### config.mk
export PLATFORM = sky130hd
export DESIGN_NAME = converter_flat
export DESIGN_NICKNAME = d
export VERILOG_FILES = /design/src/rtl/converter_if.sv /design/src/rtl/converter.sv /design/src/flat_wrapper.sv
export SDC_FILE = /design/constraint.sdc
export NUM_CORES = 1
export LEC_CHECK = 0
export ABC_AREA = 1
export BUFFER_PORTS_ARGS = -buffer_cell sky130_fd_sc_hd__buf_2
export CAP_MARGIN = 20
export CORE_MARGIN = 2
export CORE_UTILIZATION = 35
export CTS_CLUSTER_SIZE = 8
export DETAILED_ROUTE_END_ITERATION = 8
export PLACE_DENSITY_LB_ADDON = 0.12
export SYNTH_ARGS = -nofsm -noshare
export SYNTH_HDL_FRONTEND = slang
export SYNTH_SLANG_ARGS = --single-unit
### constraint.sdc
create_clock -name clk -period 1.29 [get_ports clk]
set_input_delay 0.258 -clock clk [delete_from_list [all_inputs] [get_ports clk]]
set_output_delay 0.258 -clock clk [all_outputs]
set_load 0.05 [all_outputs]
### src/rtl/converter_if.sv
// Handshake and result bundle between a requester and the binary-to-BCD converter.
interface converter_if #(
    parameter int IN_WIDTH = 16,
    parameter int DIGITS   = 5
);
    logic                  start;
    logic [IN_WIDTH-1:0]   number;
    logic [4*DIGITS-1:0]   bcd_number;
    logic                  busy;
    logic                  done;

    modport master (output start, number, input bcd_number, busy, done);
    modport slave  (input start, number, output bcd_number, busy, done);
endinterface

### src/rtl/converter.sv
// Sequential double-dabble binary-to-packed-BCD converter, one bit per clock.
//   state   | meaning
//   IDLE    | waiting for start; bcd_number holds last result
//   CONVERT | one add-3/shift iteration per edge, IN_WIDTH edges total
module converter #(
    parameter int IN_WIDTH = 16,
    parameter int DIGITS   = 5
) (
    input logic        clk,
    input logic        reset,
    converter_if.slave bus
);
    localparam int BW = 4 * DIGITS;
    localparam logic [4:0] LAST = 5'(IN_WIDTH - 1);

    typedef enum logic {IDLE, CONVERT} state_t;

    state_t                state_q, state_d;
    logic [IN_WIDTH-1:0]   operand_q, operand_d;
    logic [BW-1:0]         scratch_q, scratch_d;
    logic [BW-1:0]         adjusted, shifted;
    logic [4:0]            cnt_q, cnt_d;
    logic [BW-1:0]         bcd_q, bcd_d;
    logic                  done_q, done_d;

    always_ff @(posedge clk) begin
        if (reset) begin
            state_q   <= IDLE;
            operand_q <= '0;
            scratch_q <= '0;
            cnt_q     <= '0;
            bcd_q     <= '0;
            done_q    <= 1'b0;
        end else begin
            state_q   <= state_d;
            operand_q <= operand_d;
            scratch_q <= scratch_d;
            cnt_q     <= cnt_d;
            bcd_q     <= bcd_d;
            done_q    <= done_d;
        end
    end

    always_comb begin
        adjusted = scratch_q;
        for (int i = 0; i < DIGITS; i++) begin
            if (scratch_q[4*i +: 4] >= 4'd5)
                adjusted[4*i +: 4] = scratch_q[4*i +: 4] + 4'd3;
        end
        shifted = {adjusted[BW-2:0], operand_q[IN_WIDTH-1]};
    end

    always_comb begin
        state_d   = state_q;
        operand_d = operand_q;
        scratch_d = scratch_q;
        cnt_d     = cnt_q;
        bcd_d     = bcd_q;
        done_d    = 1'b0;
        case (state_q)
            IDLE: begin
                if (bus.start) begin
                    operand_d = bus.number;
                    scratch_d = '0;
                    cnt_d     = '0;
                    state_d   = CONVERT;
                end
            end
            CONVERT: begin
                scratch_d = shifted;
                operand_d = {operand_q[IN_WIDTH-2:0], 1'b0};
                cnt_d     = cnt_q + 5'd1;
                // Last iteration publishes the freshly shifted value directly.
                if (cnt_q == LAST) begin
                    bcd_d   = shifted;
                    done_d  = 1'b1;
                    state_d = IDLE;
                end
            end
        endcase
    end

    assign bus.bcd_number = bcd_q;
    assign bus.busy       = (state_q == CONVERT);
    assign bus.done       = done_q;
endmodule

### src/flat_wrapper.sv
// flat-port wrapper written by rule: the top's interface ports become plain ports
module converter_flat 
#(
    parameter int IN_WIDTH = 16,
    parameter int DIGITS   = 5
)
  (clk, reset, bus_start, bus_number, bus_bcd_number, bus_busy, bus_done);
  converter_if #(.IN_WIDTH(IN_WIDTH), .DIGITS(DIGITS)) bus_i ();
  input logic clk;
  input logic reset;
  input wire logic [$bits(bus_i.start)-1:0] bus_start;
  input wire logic [$bits(bus_i.number)-1:0] bus_number;
  output wire logic [$bits(bus_i.bcd_number)-1:0] bus_bcd_number;
  output wire logic [$bits(bus_i.busy)-1:0] bus_busy;
  output wire logic [$bits(bus_i.done)-1:0] bus_done;
  assign bus_i.start = bus_start;
  assign bus_i.number = bus_number;
  assign bus_bcd_number = bus_i.bcd_number;
  assign bus_busy = bus_i.busy;
  assign bus_done = bus_i.done;
  converter #(.IN_WIDTH(IN_WIDTH), .DIGITS(DIGITS)) u_core (.clk(clk), .reset(reset), .bus(bus_i));
endmodule
==> results of run 1 <==
[per-layer routing]
metal | GRT usage (%) | vias to the layer above
met5 | 0 | -
met4 | 5.714 | 0
met3 | 4.585 | 9
met2 | 26.52 | 41
met1 | 18.38 | 1267
li1 | - | 1452
[critical path: cells and delay by family, from the launching register on]
family        cells  cell delay, ns
flops             1            0.36
buf+inv           1            0.20
simple gates      6            0.53
fa+ha+maj         2            0.29
[kinds of logic (layout without fill, tap and decap cells)]
group / count (synthesis) / after routing / share of synthesized area (%)
simple gates: 220 / 220 / 31.60
buf+inv: 64 / 138 / 10.38
flops: 63 / 63 / 42.88
compound gates: 50 / 50 / 10.04
fa+ha+maj: 12 / 12 / 5.104
[placed cells by master, fill, tap and decap left out, drive strengths merged]
master    Yosys  final
nor2          6      6
a22oi         9      9
ha           12     12
dfxtp        63     63
nor4          1      1
clkbuf        3     12
a22o          4      4
buf          15     74
clkinvlp      0      2
bufinv        0      2
a21boi        3      3
nand2       157    157
clkinv        0      2
nand3        46     46
nand4         8      8
o21ai         9      9
a21oi        25     25
inv          46     46
or2           2      2
[flip-flops by register name, summed over array words and instances (netlist names)]
register and flops:
u_core.scratch_q 20, u_core.operand_q 16, u_core.cnt_q 5, u_core.bus.done 1, u_core.bus.bcd_number 20, u_core.bus.busy 1
[where the power goes]
| group | internal (uW) | total (uW) | leakage, uW | switching [uW] |
|---|---|---|---|---|
| Combinational | 123 | 303 | 0.00133 | 180 |
| Clock | 1080 | 1880 | 0.000102 | 798 |
| Sequential | 1980 | 2000 | 0.000516 | 24.2 |
[area by class of cell]
class,instances,area (sq um)
clock buffers,10,127.6
flip-flops and latches,63,1280
repair buffers,76,556.8
fillers,841,4213
well taps,105,131.4
inverters,46,182.7
multi-input cells,282,1599
clock inverters,6,85.08
[how the worst min path moves through the flow]
stage,start,endpoint,slack (ns),depth (start not counted)
after floorplan,bus_number[0],u_core.operand_q[0]$_SDFFE_PP0P_,0.40,2
after global placement,u_core.bus.bcd_number[17]$_SDFFE_PP0P_,u_core.bus.bcd_number[17]$_SDFFE_PP0P_,0.43,2
after detailed placement,u_core.bus.bcd_number[12]$_SDFFE_PP0P_,u_core.bus.bcd_number[12]$_SDFFE_PP0P_,0.44,2
after CTS,bus_number[0],u_core.operand_q[0]$_SDFFE_PP0P_,0.15,3
after global routing,bus_number[0],u_core.operand_q[0]$_SDFFE_PP0P_,0.16,3
final,bus_number[0],u_core.operand_q[0]$_SDFFE_PP0P_,0.17,3
[stage by stage]
stage	instance area [sq um]	hold slack (ns)	instances	setup TNS (ns)
2_1_floorplan	2958	0.4008	409	-0.4424
3_3_place_gp	3410	0.4323	564	-2.957
3_5_place_dp	3410	0.4353	564	-3.522
4_1_cts	3662	0.1540	580	-1.371
5_1_grt	3963	0.1642	588	-4.576
6_report	3963	0.1745	588	-2.768
[repair_timing]
action | CTS | global route
resized for setup | 15 | 64
gates cloned | 0 | 2
setup endpoints to repair | 29 | 41
hold buffers | 0 | 0
pin swaps | 2 | 13
buffers inserted | 0 | 6
==> reports/results.txt, run 1 <==
Status - finished with violations
Failing checks - negative setup slack
CTS root buffer - clkbuf_8
Die W - 95.68 microns
Largest net degree at the start of global routing - 32
RSZ-0062 raised after global routing - true
Placeable core region - 8175 sq um
Ports - 41
Top cell type's share of synthesized area - 42.88%
Synth cell count leaders - nand2_1 (156), dfxtp_1 (63), nand3_1 (46)
Synth Net Count - 440
RePlAce Congestion - 0.8193
Peak supply drop - 462.7 uV
Pwr dens - 1056 nW/um^2
Critical Path Source - u_core.cnt_q[1]$_SDFFE_PP0P_
R2r worst-path depth - 9
M1 wire length - 3.210 mm
Routed Wire Length - 6.999 mm
Setup violators final - 21
Worst reg2reg path endpoint - u_core.bus.bcd_number[12]$_SDFFE_PP0P_
Routed length on met3 - 225 microns
First-pass GRT wire length - 11.12 mm
Maximum net fanout on the critical path - 10
Max Cap Viol - 0
Slack of the worst reg-to-reg path - -0.16 ns
Worst-path cell chain - ha_4 -> nand2_4 -> nor2_4 -> ha_4 -> nand2_4 -> nor2_4 -> clkbuf_16 -> nand3_1 -> nand2_1
Synth Cell Area - 2942 sq um
Most numerous cell in the Yosys netlist - nand2_1
Vias per std cell - 4.709
Slew margin rel. - 81.49%
Top sig layer - met4
Synth top area cells - dfxtp_1 (43%), nand2_1 (20%), nand3_1 (7.8%)
Vias in the first global route - 2516
Mapped Cells - 409
CTS Buf Count - 9
Slew Viols, Final - 0
Period utilisation layout - 112.5%
Met2 wire len - 3.468 mm
Startpoint Class - register
Yosys warning count - 0
Post-DRT Antenna Nets - 0
Reg-to-Reg Start - u_core.cnt_q[1]$_SDFFE_PP0P_
Final hold vios - 0
Mean Syn Cell Area - 7.192 sq um
Register area share after synthesis - 42.88%
Max clock buf depth - 2
Input/output buffers - 40
Min Tclk post-route - 1.451 ns
Number of diodes - 0
Post-route DRC - 0
CP max stage cell - dfxtp_2
Clock Latency Late Sink - 0.34 ns
Gr ovfl total - 0
CTS tree - built
H-tree depth - 3
# nets final - 509
Die area - 9154 sq um
Total track usage - 15.53%
Leakage - 0.001944 uW
Synth cell types - 25
Initial antenna violation count - 0
Util after Layout - 48.47%
Post-synth EDFFs - 0
Arrival time worst endpoint - 1.73 ns
Cell taking the most area after synthesis - dfxtp_1
FMAX - 0.6892 GHz
Ratio of cells with drive above 1 in the final layout - 32.71%
FP Rows - 33
DR pass1 iterations - 4
Final WS setup - -0.1609 ns
Worst-margin pin slew - 0.2773 ns
Critical setup path kind - register to register
Vias - 2769
Die height - 95.68 microns
Pwr Total - 4185 uW
Asr flop ratio synth - 0%
Clock slew at reported path FFs - 0.07 ns
Critical Path End - u_core.bus.bcd_number[12]$_SDFFE_PP0P_
DR iter-0 viols - 92
Area Growth Syn to Fin - 34.71%
CP max stage delay - 0.36 ns
Yosys reg bits - 63
Starting Density - 35.98%
Routed len/inst - 11.90 microns
DPL Wire Length - 4.285 mm
Main synth FF type - dfxtp_1
# clock sinks - 63
Critical path required time - 1.57 ns
Type of the tightest min-delay check - input pin to register
Skew final - 0.009649 ns
Crit. End Element - register
Worst slack at placement - -0.2047 ns
Note: power is estimated with default switching activity, not from simulation.
==> run 2, diff against run 1 <==
--- a/config.mk
+++ b/config.mk
@@ -8,11 +8,13 @@
 export ABC_AREA = 1
 export BUFFER_PORTS_ARGS = -buffer_cell sky130_fd_sc_hd__buf_2
 export CAP_MARGIN = 20
+export CORE_ASPECT_RATIO = 0.6
 export CORE_MARGIN = 2
 export CORE_UTILIZATION = 35
 export CTS_CLUSTER_SIZE = 8
 export DETAILED_ROUTE_END_ITERATION = 8
 export PLACE_DENSITY_LB_ADDON = 0.12
+export SLEW_MARGIN = 30
 export SYNTH_ARGS = -nofsm -noshare
 export SYNTH_HDL_FRONTEND = slang
 export SYNTH_SLANG_ARGS = --single-unit
==> run 2 against run 1 <==
Against the previous run:
- the run still ends with negative setup slack left
- largest cell class unchanged
- register-to-register slack better by 0.08 ns
- critical path depth stayed put
- sequential power hardly changed
- global-route usage is 1.5 points higher
- count of clock-buffer cells in the layout is 2 higher
- sequential cell count stayed put
- clock skew is 0.0029 ns lower
- sequential share of layout area is 0.65 points lower
==> reports/results.txt, run 2 (synthesized netlist as in run 1, its figures left out) <==
Die height - 75.01 microns (-22%)
Setup TNS - -1.321 ns (+1.447 ns)
First-pass GRT wire length - 11.96 mm (+7.5%)
Initial antenna violation count - 0 (unchanged)
Worst Path Buf+Inv - 1 (unchanged)
Max Cap Viol - 0 (unchanged)
Arrival time worst endpoint - 1.64 ns (-0.09 ns)
FMAX - 0.7302 GHz (+5.9%)
Crit. End Element - register
Routed Wire Length - 7.352 mm (+5.0%)
Vias - 2767 (-0.072%)
Vias in the first global route - 2569 (+2.1%)
FP Rows - 25 (-24%)
Critical path required time - 1.56 ns (about the same)
Maximum net fanout on the critical path - 21 (+11)
# nets final - 508 (-0.20%)
Status - finished with violations
Pwr dens - 1170 nW/um^2 (+11%)
CTS root buffer - clkbuf_16
DP Area - 3476 sq um (+1.9%)
H-tree depth - 3 (unchanged)
Peak supply drop - 570.4 uV (+23%)
Most frequent cells in the layout - nand2_1 (134), dfxtp_1 (57), buf_2 (39)
Type of the tightest min-delay check - input pin to register
Period utilisation layout - 106.2% (-6.3 points)
Placeable core region - 8008 sq um (-2.1%)
Die area - 9178 sq um (+0.26%)
Design area - 4016 sq um (+1.4%)
Most common cell after layout, fill and taps aside - nand2_1
CTS tree - built
Number of diodes - 0 (unchanged)
Vias per std cell - 4.690 (-0.41%)
Fillers - 829 (-1.4%)
Setup violators final - 20 (-4.8%)
Final hold vios - 0 (unchanged)
CP max stage delay - 0.35 ns (about the same)
Startpoint Class - register
Gr ovfl total - 0 (unchanged)
Delay-heaviest family, CP - simple AND/OR/NAND/NOR gates
RSZ-0062 raised after global routing - true
Clock slew at reported path FFs - 0.05 ns (-0.02 ns)
Slew margin rel. - 82.32% (+0.83 points)
Ratio of cells with drive above 1 in the final layout - 32.16% (-0.55 points)
Ports - 41 (unchanged)
Leakage - 0.001996 uW (+2.7%)
Clock Latency Late Sink - 0.33 ns (about the same)
Slew Viols, Final - 0 (unchanged)
DR pass1 iterations - 4 (unchanged)
Starting Density - 36.73% (+0.75 points)
Input/output buffers - 40 (unchanged)
# clock sinks - 63 (unchanged)
RePlAce Congestion - 0.8901 (+8.6%)
Worst-margin pin slew - 0.2624 ns (-0.01484 ns)
Skew final - 0.006702 ns (-0.002947 ns)
Max clock buf depth - 2 (unchanged)
Area Growth Syn to Fin - 36.54%
DR iter-0 viols - 163 (+77%)
Hold WS - 0.1885 ns (+0.01401 ns)
Pwr Total - 4699 uW (+12%)
Slack of the worst reg-to-reg path - -0.08 ns (+0.08 ns)
CP most frequent cell - ha_4
Die W - 122.4 microns (+28%)
Total track usage - 17.01% (+1.5 points)
Failing checks - negative setup slack
DPL Wire Length - 4.830 mm (+13%)
Worst-path cell chain - ha_4 -> nand2_4 -> nor2_4 -> ha_4 -> nand2_2 -> nor2_2 -> buf_12 -> nand3_1 -> nand2_1
CP max stage cell - dfxtp_2
Min Tclk post-route - 1.370 ns (-0.08133 ns)
Largest net degree at the start of global routing - 31 (-3.1%)
Post-DRT Antenna Nets - 0 (unchanged)
Post-route DRC - 0 (unchanged)
Critical setup path kind - register to register
Final WS setup - -0.07958 ns (+0.08133 ns)
Routed len/inst - 12.46 microns (+4.7%)
CTS Buf Count - 9 (unchanged)
-- run 2: cell types whose count changed in the layout (fill, tap and decap cells not counted), sizes merged --
cell	before	now
buf	74	75
bufinv	2	1
clkinv	2	3
clkinvlp	2	0
-- run 2: layout make-up --
| cell class | instances | area (sq um) | area share, % |
|---|---|---|---|
| Multi-Input combinational cell | 282 | 1603 | 39.91 |
| Sequential cell | 63 | 1271 | 31.65 |
| Timing Repair Buffer | 75 | 535.5 | 13.33 |
| Clock buffer | 12 | 246.5 | 6.137 |
| Inverter | 46 | 180.2 | 4.486 |
| Tap cell | 108 | 135.1 | 3.364 |
| Clock inverter | 4 | 45.04 | 1.121 |
-- run 2: through the flow --
| stage | util, % | worst slack (ns) | cells |
|---|---|---|---|
| after CTS | 47.70 | -0.1072 | 590 |
| after detailed placement | 43.41 | -0.1516 | 572 |
| final | 50.16 | -0.07958 | 590 |
| after floorplan | - | -0.08801 | 409 |
| after global placement | 43.41 | -0.1103 | 572 |
| after global routing | 50.16 | -0.1801 | 590 |
-- run 2: worst paths after layout --
| check | from | end | cells past startpoint |
|---|---|---|---|
| worst max-delay path | u_core.cnt_q[1]$_SDFFE_PP0P_ | u_core.bus.bcd_number[6]$_SDFFE_PP0P_ | 9 |
| worst min-delay path | bus_number[0] | u_core.operand_q[0]$_SDFFE_PP0P_ | 3 |
| worst max register to register | u_core.cnt_q[1]$_SDFFE_PP0P_ | u_core.bus.bcd_number[6]$_SDFFE_PP0P_ | 9 |
| worst min register to register | u_core.bus.bcd_number[18]$_SDFFE_PP0P_ | u_core.bus.bcd_number[18]$_SDFFE_PP0P_ | 2 |
-- run 2: report_power, final --
part | internal (uW) | leakage [uW] | switching [uW]
Combinational | 124 | 0.00134 | 178
Clock | 1540 | 0.000146 | 844
Sequential | 1980 | 0.000513 | 30.6
-- run 2: routing by layer --
metal  vias to the layer above  track usage [%]  wire length (microns)
li1                       1446                -                      -
met1                      1272            21.71                   3690
met2                        39            26.11                   3261
met3                        10            6.364                    298
met4                         0            7.407                    101
met5                         -                0                      0
-- run 2: what timing repair did --
item	in CTS	in global routing
hold buffers	0	0
endpoints found under the setup margin	28	40
pin swaps	3	10
gates resized for setup	16	59
buffers inserted	2	1
-- run 2: tightest hold or removal path, cell delays in order --
cell and delay, ns:
buf_2 0.10, nand2_1 0.06, a21oi_1 0.06
==> run 3, diff against run 2 <==
--- a/config.mk
+++ b/config.mk
@@ -13,6 +13,7 @@
 export CORE_UTILIZATION = 35
 export CTS_CLUSTER_SIZE = 8
 export DETAILED_ROUTE_END_ITERATION = 8
+export GPL_TIMING_DRIVEN = 0
 export PLACE_DENSITY_LB_ADDON = 0.12
 export SLEW_MARGIN = 30
 export SYNTH_ARGS = -nofsm -noshare
==> constraint.sdc (replaced) <==
create_clock -name clk -period 1.29 [get_ports clk]
set_input_delay 0.1935 -clock clk [delete_from_list [all_inputs] [get_ports clk]]
set_output_delay 0.1935 -clock clk [all_outputs]
set_load 0.05 [all_outputs]
==> run 3 against run 2 <==
Against the previous run:
- the flow still finishes with violations (negative setup slack)
- maximum frequency decreased by 3.5%
- die area unchanged
- clock skew decreased by 0.0012 ns
- sequential share of layout area increased by 0.26 points
- critical path type unchanged
- largest cell class unchanged
- largest power group unchanged
==> reports/results.txt, run 3 (synthesized netlist as in run 1, its figures left out) <==
Vias per std cell - 4.747 (+1.2%)
M1 wire length - 3.955 mm (+7.2%)
FMAX - 0.7047 GHz (-3.5%)
Pwr dens - 1266 nW/um^2 (+8.2%)
Most common cell after layout, fill and taps aside - nand2_1
Post-route DRC - 0 (unchanged)
Worst-path cell chain - ha_4 -> nand2_4 -> nor2_4 -> ha_4 -> nand2_4 -> nand2_4 -> inv_4 -> buf_8 -> a22o_1
Skew final - 0.005502 ns (-0.001200 ns)
Placed cells - 556 (-2.8%)
Min Tclk post-route - 1.419 ns (+0.04953 ns)
Final Non-Filler Cells - 582 (-1.4%)
Period utilisation layout - 110.0% (+3.8 points)
Worst slack at placement - -0.2533 ns (-0.1017 ns)
Setup violators final - 20 (unchanged)
# nets final - 500 (-1.6%)
Clock Latency Late Sink - 0.33 ns (about the same)
Hold endpoint - u_core.operand_q[0]$_SDFFE_PP0P_
Failing checks - negative setup slack
Post-DRT Antenna Nets - 0 (unchanged)
Ratio of cells with drive above 1 in the final layout - 31.65% (-0.51 points)
Clock slew at reported path FFs - 0.06 ns (about the same)
DPL Wire Length - 5.104 mm (+5.7%)
Register share of total power - 39.1% (-3.8 points)
Met2 wire len - 3.215 mm (-1.4%)
Die height - 75.01 microns (unchanged)
Area Growth Syn to Fin - 37.18%
# clock sinks - 63 (unchanged)
Gr ovfl total - 0 (unchanged)
DR pass1 iterations - 4 (unchanged)
CP max stage cell - dfxtp_4
First-pass GRT wire length - 12.36 mm (+3.3%)
Critical setup path kind - register to register
Die W - 122.4 microns (unchanged)
Critical path required time - 1.52 ns (-0.04 ns)
WHS Path Cells - 3 (unchanged)
Initial antenna violation count - 0 (unchanged)
Maximum net fanout on the critical path - 5 (-76%)
Pint - 4008 uW (+9.9%)
Total track usage - 17.82% (+0.81 points)
CP most frequent cell - nand2_4
Input/output buffers - 39 (-2.5%)
Max Cap Viol - 0 (unchanged)
Type of the tightest min-delay check - input pin to register
R2r worst-path depth - 9 (unchanged)
Worst-margin pin slew - 0.5919 ns (+0.3295 ns)
Starting Density - 36.73% (unchanged)
CTS Buf Count - 9 (unchanged)
Number of diodes - 0 (unchanged)
H-tree depth - 3 (unchanged)
Placeable core region - 8008 sq um (unchanged)
Switch share - 21.56% (-0.85 points)
Arrival time worst endpoint - 1.64 ns (about the same)
Final hold vios - 0 (unchanged)
Reg-to-Reg Start - u_core.cnt_q[0]$_SDFFE_PP0P_
DR iter-0 viols - 166 (+1.8%)
Util after Layout - 50.39% (+0.23 points)
Vias - 2763 (-0.14%)
Critical Path Source - u_core.cnt_q[0]$_SDFFE_PP0P_
Largest net degree at the start of global routing - 11 (-65%)
Slew margin rel. - 60.54% (-22 points)
Pwr Total - 5109 uW (+8.7%)
Worst reg2reg path endpoint - u_core.bus.bcd_number[11]$_SDFFE_PP0P_
CP max stage delay - 0.36 ns (about the same)
Status - finished with violations
Slew Viols, Final - 0 (unchanged)
Switching Power - 1102 uW (+4.6%)
Most frequent cells in the layout - nand2_1 (139), dfxtp_1 (52), buf_2 (43)
Crit. End Element - register
CTS root buffer - clkbuf_16
Top sig layer - met4
RSZ-0062 raised after global routing - true
Vias in the first global route - 2534 (-1.4%)
Die area - 9178 sq um (unchanged)
Cts hold-fix bufs - 0 (unchanged)
RePlAce Congestion - 0.8227 (-7.6%)
Max clock buf depth - 2 (unchanged)
Routed length on met3 - 342 microns (+15%)
CTS tree - built
Routed len/inst - 13.02 microns (+4.5%)
Startpoint Class - register
Final WS setup - -0.1291 ns (-0.04953 ns)
Leakage - 0.001968 uW (-1.4%)
Logic pwr share - 6.4% (about the same)
Ports - 41 (unchanged)
Min-delay src - bus_number[0]
Routed Wire Length - 7.577 mm (+3.1%)
Peak supply drop - 644.6 uV (+13%)
FP Rows - 25 (unchanged)
Design area - 4035 sq um (+0.47%)
DP Area - 3288 sq um (-5.4%)
Clock Power Share - 54.5% (+3.8 points)
Slack of the worst reg-to-reg path - -0.13 ns (-0.05 ns)
[run 3: changes by cell type in the layout (fill, tap and decap cells not counted), sizes merged]
cell / before / now
buf: 75 / 64
bufinv: 1 / 2
clkbuf: 12 / 17
clkinv: 3 / 1
inv: 46 / 45
[run 3: worst max-delay path by stage]
stage	endpoint	slack [ns]	cells after the start
after floorplan	u_core.bus.bcd_number[11]$_SDFFE_PP0P_	-0.09	9
after global placement	u_core.bus.bcd_number[13]$_SDFFE_PP0P_	-0.24	9
after detailed placement	u_core.bus.bcd_number[9]$_SDFFE_PP0P_	-0.25	9
after CTS	u_core.bus.bcd_number[11]$_SDFFE_PP0P_	-0.20	9
after global routing	u_core.bus.bcd_number[13]$_SDFFE_PP0P_	-0.20	9
final	u_core.bus.bcd_number[11]$_SDFFE_PP0P_	-0.13	9
[run 3: per-layer routing]
| metal | vias up | track usage [%] |
|---|---|---|
| li1 | 1446 | - |
| met1 | 1271 | 24.01 |
| met2 | 38 | 27.28 |
| met3 | 8 | 6.515 |
| met4 | 0 | 4.598 |
| met5 | - | 0 |
[run 3: power by group through the flow]
stage                     Combinational, uW  Sequential [uW]  Clock (uW)
after CTS                               312             2010        2840
after detailed placement                290             2050           0
final                                   327             2000        2780
after global routing                    366             2000        2940
after global placement                  289             2050           0
after floorplan                         189             2050           0
[run 3: layout make-up]
type	count	area, sq um
well taps	108	135.1
flip-flops and latches	63	1287
clock buffers	14	284.0
plain buffers	18	151.4
multi-input cells	282	1624
inverters	46	190.2
fillers	804	3973
clock inverters	2	60.06
repair buffers	49	302.8
[run 3: timing repair]
action,CTS,global route
resized for setup,31,65
setup buffers,3,6
pin swaps,13,18
gates cloned,1,0
endpoints found under the setup margin,40,44
[run 3: worst max-delay path, delay by kind of cell, from the launching register on]
kind	cells	cell delay, ns
and+or+nand+nor	4	0.29
adders and majority gates	2	0.29
buffers and inverters	2	0.17
DFF	1	0.36
AOI/OAI and AO/OA	1	0.20
[run 3: stage by stage]
step                      hold WS [ns]  setup TNS [ns]
after floorplan                 0.3363         -0.4424
after global placement          0.4315          -4.885
after detailed placement        0.4367          -5.343
after CTS                       0.1098          -3.777
after global routing            0.1189          -3.622
final                           0.1193          -1.855
